**config.mk**
```make
export PLATFORM = sky130hd
export DESIGN_NAME = port_timer_irq
export DESIGN_NICKNAME = d
export VERILOG_FILES = /design/src/rtl/port_timer_pkg.sv /design/src/rtl/timer_prescaler.sv /design/src/rtl/port_timer_irq.sv
export SDC_FILE = /design/constraint.sdc
export NUM_CORES = 1
export LEC_CHECK = 0
export CORE_AREA = 2 2 75 77
export DETAILED_ROUTE_END_ITERATION = 7
export DIE_AREA = 0 0 77 79
export GPL_ROUTABILITY_DRIVEN = 1
export PLACE_DENSITY = 0.61
export SLEW_MARGIN = 30
export SYNTH_ARGS = -nofsm -noshare
export SYNTH_HDL_FRONTEND = slang
export SYNTH_SLANG_ARGS = --single-unit
```
**constraint.sdc**
```tcl
create_clock -name clk -period 4.91 [get_ports clk]
set_clock_uncertainty 0.15 [all_clocks]
set_input_delay 1.473 -clock clk [delete_from_list [all_inputs] [get_ports clk]]
set_output_delay 1.473 -clock clk [all_outputs]
set_load 0.01 [all_outputs]
```
**src/rtl/port_timer_pkg.sv**
```systemverilog
// Shared types and constants for the port-mapped timer: FSM states,
// register addresses, and bit positions of CTRL, CMD and STATUS.
package port_timer_pkg;

  typedef enum logic [1:0] {
    ST_IDLE = 2'd0,
    ST_RUN  = 2'd1,
    ST_DONE = 2'd2
  } state_t;

  localparam logic [1:0] ADDR_PERIOD = 2'd0;
  localparam logic [1:0] ADDR_CTRL   = 2'd1;
  localparam logic [1:0] ADDR_PRESC  = 2'd2;
  localparam logic [1:0] ADDR_CMD    = 2'd3;

  localparam int CTRL_START      = 0;
  localparam int CTRL_AUTORELOAD = 1;
  localparam int CTRL_IRQ_EN     = 2;

  localparam int CMD_CLEAR = 0;
  localparam int CMD_STOP  = 1;

  localparam int STAT_RUNNING  = 0;
  localparam int STAT_PENDING  = 1;
  localparam int STAT_OVERFLOW = 2;

endpackage

```
**src/rtl/timer_prescaler.sv**
```systemverilog
// Prescale divider: emits one tick every (limit+1) enabled cycles.
// limit is compared live, so changing it alters spacing immediately.
module timer_prescaler #(
  parameter int PW = 8
) (
  input  logic          clk,
  input  logic          reset,
  input  logic          en,
  input  logic          clr,
  input  logic [PW-1:0] limit,
  output logic          tick
);

  logic [PW-1:0] presc_cnt;

  assign tick = en && (presc_cnt == limit);

  always_ff @(posedge clk or negedge reset) begin
    if (!reset) begin
      presc_cnt <= '0;
    end else if (clr) begin
      presc_cnt <= '0;
    end else if (en) begin
      presc_cnt <= tick ? '0 : presc_cnt + PW'(1);
    end
  end

endmodule

```
**src/rtl/port_timer_irq.sv**
```systemverilog
// Port-mapped programmable down-counting timer with interrupt request,
// written via the CPU port-write path and acknowledged by irq_ack.
//
//   state   | meaning
//   --------+------------------------------------------
//   IDLE    | stopped, count holds
//   RUN     | counting on prescaler ticks
//   DONE    | expired without autoreload, count = 0
module port_timer_irq
  import port_timer_pkg::*;
#(
  parameter int W  = 8,
  parameter int PW = 8
) (
  input  logic         clk,
  input  logic         reset,
  input  logic         wr_en,
  input  logic [1:0]   wr_addr,
  input  logic [W-1:0] wr_data,
  input  logic         irq_ack,
  output logic [W-1:0] count,
  output logic [7:0]   status,
  output logic         irq
);

  state_t        state, state_nxt;
  logic [W-1:0]  period, count_nxt;
  logic [PW-1:0] presc;
  logic          irq_en, autoreload, pending, overflow;
  logic          wr_ctrl, wr_cmd, start, stop, clear, tick, expire, running;

  assign wr_ctrl = wr_en && (wr_addr == ADDR_CTRL);
  assign wr_cmd  = wr_en && (wr_addr == ADDR_CMD);
  assign start   = wr_ctrl && wr_data[CTRL_START];
  assign stop    = wr_cmd && wr_data[CMD_STOP];
  assign clear   = irq_ack || (wr_cmd && wr_data[CMD_CLEAR]);
  assign running = (state == ST_RUN);

  // A stop edge must freeze the prescaler as well as the count.
  timer_prescaler #(.PW(PW)) u_prescaler (
    .clk   (clk),
    .reset (reset),
    .en    (running && !stop),
    .clr   (start),
    .limit (presc),
    .tick  (tick)
  );

  always_comb begin
    state_nxt = state;
    count_nxt = count;
    expire    = 1'b0;
    if (start) begin
      state_nxt = ST_RUN;
      count_nxt = period;
    end else if (running) begin
      if (stop) begin
        state_nxt = ST_IDLE;
      end else if (tick) begin
        if (count == '0) begin
          expire = 1'b1;
          if (autoreload) count_nxt = period;
          else            state_nxt = ST_DONE;
        end else begin
          count_nxt = count - W'(1);
        end
      end
    end
  end

  always_ff @(posedge clk or negedge reset) begin
    if (!reset) begin
      state <= ST_IDLE;
      count <= '0;
    end else begin
      state <= state_nxt;
      count <= count_nxt;
    end
  end

  always_ff @(posedge clk or negedge reset) begin
    if (!reset) begin
      period     <= '0;
      presc      <= '0;
      irq_en     <= 1'b0;
      autoreload <= 1'b0;
    end else if (wr_en) begin
      case (wr_addr)
        ADDR_PERIOD: period <= wr_data;
        ADDR_PRESC:  presc  <= PW'(wr_data);
        ADDR_CTRL: begin
          irq_en     <= wr_data[CTRL_IRQ_EN];
          autoreload <= wr_data[CTRL_AUTORELOAD];
        end
        default: ;
      endcase
    end
  end

  // Expiry beats a same-cycle clear; overflow only records a missed service.
  always_ff @(posedge clk or negedge reset) begin
    if (!reset) begin
      pending  <= 1'b0;
      overflow <= 1'b0;
    end else if (expire) begin
      pending  <= 1'b1;
      overflow <= clear ? 1'b0 : (overflow || pending);
    end else if (clear) begin
      pending  <= 1'b0;
      overflow <= 1'b0;
    end
  end

  always_comb begin
    status                = '0;
    status[STAT_RUNNING]  = running;
    status[STAT_PENDING]  = pending;
    status[STAT_OVERFLOW] = overflow;
  end

  assign irq = pending && irq_en;

endmodule

```
Yosys cells after proc, flatten, opt, wreduce, memory -nomap -nowiden
Cells that the tools add are included.

Register bits after elaboration: 38. Input bits: 14.

Add/sub/neg operators: 2. Eq/ne operators: 8. Muxes and demuxes: 24. Reductions and logical operators: 24.

Operators with widths (number): two-way mux 8 bit (9); two-way mux 2 bit (6); two-way mux 1 bit (9); adder 8 x 1 -> 8 bit (second input constant) (1); equality test 8 bit (1); logical AND 1 bit (8); logical NOT 8 bit (1); AND reduction 4 bit (2); nonzero test 2 bit (4); subtractor 8 x 1 -> 8 bit (second input constant) (1); AND reduction 2 bit (3); nonzero test 3 bit (2); equality test 2 x 1 -> 1 bit (second input constant) (2); equality test 2 bit (second input constant) (2); != test 3 x 1 -> 1 bit (second input constant) (1); != test 3 bit (second input constant) (1); logical NOT 2 bit (1); logical OR 1 bit (2); != test 2 bit (second input constant) (1); logical NOT 1 bit (1).

Logic depth before layout (Yosys ltp)
Depth in word-level cells: 11. Gate-level depth with buffers: 8. Mapped depth without buffers: 7.

Modules after synthesis
From an unflattened synthesis, not the netlist that was laid out.

Cells, all modules: 186. Area, all modules: 2000.7 sq um.

Modules (own cells, without submodules): port_timer_irq (times used 1, cells an instance 135, area an instance 1477.7 sq um, sequential area each 750.7 sq um); timer_prescaler (times used 1, cells an instance 51, area an instance 523.0 sq um, sequential area each 200.2 sq um).

Worst setup path after synthesis
OpenSTA, ideal clock, no wires.

Path type: input-to-reg. Start: input wr_addr[1]. End: register count[5]. Library setup time: 0.121 ns. Arrival time: 2.832 ns. Slack: 1.807 ns. Cell stages on the path: 7. Cells stage by stage: clkbuf_1 > nand4_1 > nand2_2 > nor3_4 > a21boi_4 > a41oi_1 > o22a_1.

Word-level cells in the longest chain between the ends: 8. Elaborated cells on any way between the ends: 15.

RTL lines: start, declared (RTL line port_timer_irq.sv:18) `input logic [1:0] wr_addr,`; equality test 2 bit (RTL line port_timer_irq.sv:33) `assign wr_cmd = wr_en && (wr_addr == ADDR_CMD);`; logical AND 1 bit (RTL line port_timer_irq.sv:33); logical AND 1 bit (RTL line port_timer_irq.sv:35) `assign stop = wr_cmd && wr_data[CMD_STOP];`; logical NOT 1 bit (RTL line port_timer_irq.sv:43) `.en (running && !stop),`; logical AND 1 bit (RTL line port_timer_irq.sv:43); logical AND 1 bit (RTL line timer_prescaler.sv:16) `assign tick = en && (presc_cnt == limit);`; nonzero test 2 bit (no source line); AND reduction 4 bit (no source line); end signal, assigned (RTL line port_timer_irq.sv:77) `count <= count_nxt;`; end, declared (RTL line port_timer_irq.sv:21) `output logic [W-1:0] count,`.

Several ways; a longest one is shown, not always the timed one. A chain may end at the register's enable or synchronous reset.

Worst setup path in the final report
Start: input wr_data[1]. End: register count[5].

Word-level cells in the longest chain between the ends: 6. Elaborated cells on any way between the ends: 7.

RTL lines: start, declared (RTL line port_timer_irq.sv:19) `input logic [W-1:0] wr_data,`; logical AND 1 bit * (RTL line port_timer_irq.sv:35); logical NOT 1 bit (RTL line port_timer_irq.sv:43); logical AND 1 bit (RTL line port_timer_irq.sv:43); logical AND 1 bit (RTL line timer_prescaler.sv:16); nonzero test 2 bit (no source line); AND reduction 4 bit (no source line) *.

Mark *: on every way between the ends. The rest lies on a longest branch, timed or not.

==> impl_results.md <==
- Run status: completed
- Seq/Total Area, Yosys: 0.461
- CP startpoint kind: input pin
- Synth warn: 0
- Final hold viol count: 0
- Via count: 1529
- Post-route worst setup slack: 1.48 ns
- Synth Flop Type: dfrtp_1
- Die area: 6080 µm²
- CTS tree: built
- Fmax: 291 MHz
- # nets final: 240
- # IOs: 31
- Via density: 5.17
- H-tree depth: 2
- Post-synthesis cell type count: 47
- Layout cell share with drive strength beyond 1: 0.179
- Placer Congestion: 0.820
- # fillers: 528
- Clock Sinks: 38
- Vias in the first global route: 1430
- #FFs+latches synth: 38
- Post-route ant nets: 0
- RSZ-0062 raised after global routing: false
- Arr. time, crit path: 3.48 ns
- Max Root-Sink Buffers: 2
- Chip Height: 79 µm
- Asr flop ratio synth: 1.00
- WP data required: 4.96 ns
- Drt wl/cell: 15.1 µm
- Total gr overflow: 0
- Synth Cell Area: 2060 µm²
- Worst slew pin tran: 0.760 ns
- Initial DRC Count: 121
- Clock power share: 0.320
- Sequential cell fraction of total power: 0.433
- Number of synthesized flops with an enable pin: 0
- Clk_lat worst skew: 0.30 ns
- Antenna cells: 0
- Util after Layout: 0.470
- Crit path kind: in2reg
- Clock root buffer: clkbuf_8
- Worst vdd rail ir drop: 0.171 mV
- Synth Instances: 197
- Fin crit period: 3.43 ns
- Cell taking the most area after synthesis: dfrtp_1
- First-pass GRT wire length: 7500 µm
- Max Cap Viol: 0
- Mean Syn Cell Area: 10.5 µm²
- Number of setup buffers added after CTS: 0
- Core region area: 5340 µm²
- Die width: 77 µm
- Post-synth top area share: 0.461
- Row count: 27
- Slew Viols, Final: 0
- Hold_ws: 0.336 ns
- Combinational power share: 0.247
- Starting Density: 0.387
- Sw Ratio: 0.299
- Pint: 0.000730 W
- Area growth syn-to-layout: 21.7%
- Critical path endpoint category: flop
- Largest net degree at the start of global routing: 39
- # resized after CTS: 0
- LEAKAGE: 1.04 nW
- CTS Buf Count: 5
- Final Setup Violations: 0
- Synth top area cells: dfrtp_1 46%, mux2_2 9.3%, xnor2_1 3.4%, buf_4 2.9%, nand2_1 2.9%
- Slew HR: 0.491
- WL final: 4460 µm
- Drt drc: 0
- Final instance area: 2510 µm²
- Switching Power: 0.000311 W
- Setup slack at placement: 1.14 ns
- Clock slew at reported path FFs: 0.08 ns
- Post-DP HPWL: 3200 µm
- Initial antenna violation count: 0
- Critical path fanouts, max: 8
- Input/output buffers: 25
- Dpl cell area: 2340 µm²
- Hold_buf cts: 0
- Type of the worst min-delay path: reg2reg
- Most frequent cell after synthesis: dfrtp_1
- Setup TNS Final: 0 ns
- All-Layer GR Usage: 0.161
- PD cells: 415 nW/µm²
- Crit share post-route: 0.700
- Most frequent cells after synthesis: 38 x dfrtp_1, 17 x mux2_2, 16 x nand2_1
- First-pass DRT Iterations: 4
==> logic make-up (layout without fill, tap and decap cells) <==
family	Yosys count	count (layout)	share of synthesized area
adders and majority gates	3	3	0.0182
xor gates and xnor gates	11	11	0.0467
and+or+nand+nor	65	65	0.167
DFF	38	38	0.461
buffers and inverters	19	42	0.0534
other	1	5	0.00182
muxes	18	18	0.0976
AOI/OAI and AO/OA	42	42	0.154
==> metrics by stage <==
step | total power, W | std cells
2_1_floorplan | 0.000618 | 201
3_3_place_gp | 0.000710 | 287
3_5_place_dp | 0.000713 | 287
4_1_cts | 0.00105 | 295
5_1_grt | 0.00111 | 296
6_report | 0.00104 | 296
==> final cells by class <==
cell class	count	area, µm²	share of cell area
clock inverters	2	60.1	0.0239
repair buffers	28	288	0.115
flip-flops and latches	38	951	0.379
inverters	6	22.5	0.00897
clock buffers	6	82.6	0.0329
well taps	72	90.1	0.0359
multi-input cells	144	1020	0.405
==> worst max-delay path: stages <==
cell and delay, ns:
clkdlybuf4s50_1 0.50, nand4_1 0.21, nand2_2 0.17, nor3_4 0.37
a21boi_4 0.35, a41oi_1 0.17, o22a_1 0.23
==> flip-flops by register name, indices dropped and copies added (netlist names) <==
| register | flops |
|---|---|
| state | 2 |
| u_prescaler.presc_cnt | 8 |
| presc | 8 |
| period | 8 |
| count | 8 |
| overflow | 1 |
| irq_en | 1 |
| autoreload | 1 |
| pending | 1 |
==> cells in the final DEF, fill, tap and decap left out, types with 3 or more instances in the layout <==
master           synthesis  final
a21oi_1                 10     10
a31oi_1                  7      7
clkbuf_8                 0      6
clkdlybuf4s50_1          0     24
conb_1                   1      5
dfrtp_1                 38     38
ha_1                     3      3
inv_1                    6      6
mux2_2                  17     17
nand2_1                 16     16
nand3_1                  8      8
nand4_1                  3      3
nor2_1                  14     14
nor3_1                   8      8
o211ai_1                 3      3
o21ai_0                  6      6
xnor2_1                  8      8
xor2_1                   3      3
==> power groups by stage <==
stage | clock network, W | registers (W) | logic (W)
2_1_floorplan | 0 | 0.000439 | 0.000179
3_3_place_gp | 0 | 0.000457 | 0.000253
3_5_place_dp | 0 | 0.000458 | 0.000255
4_1_cts | 0.000341 | 0.000451 | 0.000256
5_1_grt | 0.000355 | 0.000465 | 0.000285
6_report | 0.000333 | 0.000451 | 0.000257
==> path summary, 6_finish.rpt <==
kind / from / to / slack, ns / cells past startpoint
worst min register to register: period[5] / count[5] / 0.34 / 1
worst max register to register: count[0] / count[7] / 2.53 / 7
worst min-delay path: period[5] / count[5] / 0.34 / 1
min in group asynchronous: reset / u_prescaler.presc_cnt[5] / 0.97 / 1
max in group asynchronous: reset / count[6] / 3.17 / 2
worst max-delay path: wr_data[1] / count[5] / 1.48 / 7
==> per-layer routing <==
layer | vias up | GRT usage | part of all wire | wire length, µm
li1 | 754 | - | - | -
met1 | 733 | 0.222 | 0.49 | 2190
met2 | 33 | 0.239 | 0.45 | 1990
met3 | 9 | 0.0398 | 0.041 | 184
met4 | 0 | 0.0786 | 0.023 | 101
met5 | - | 0 | 0 | 0
(Power assumes the default switching activity.)
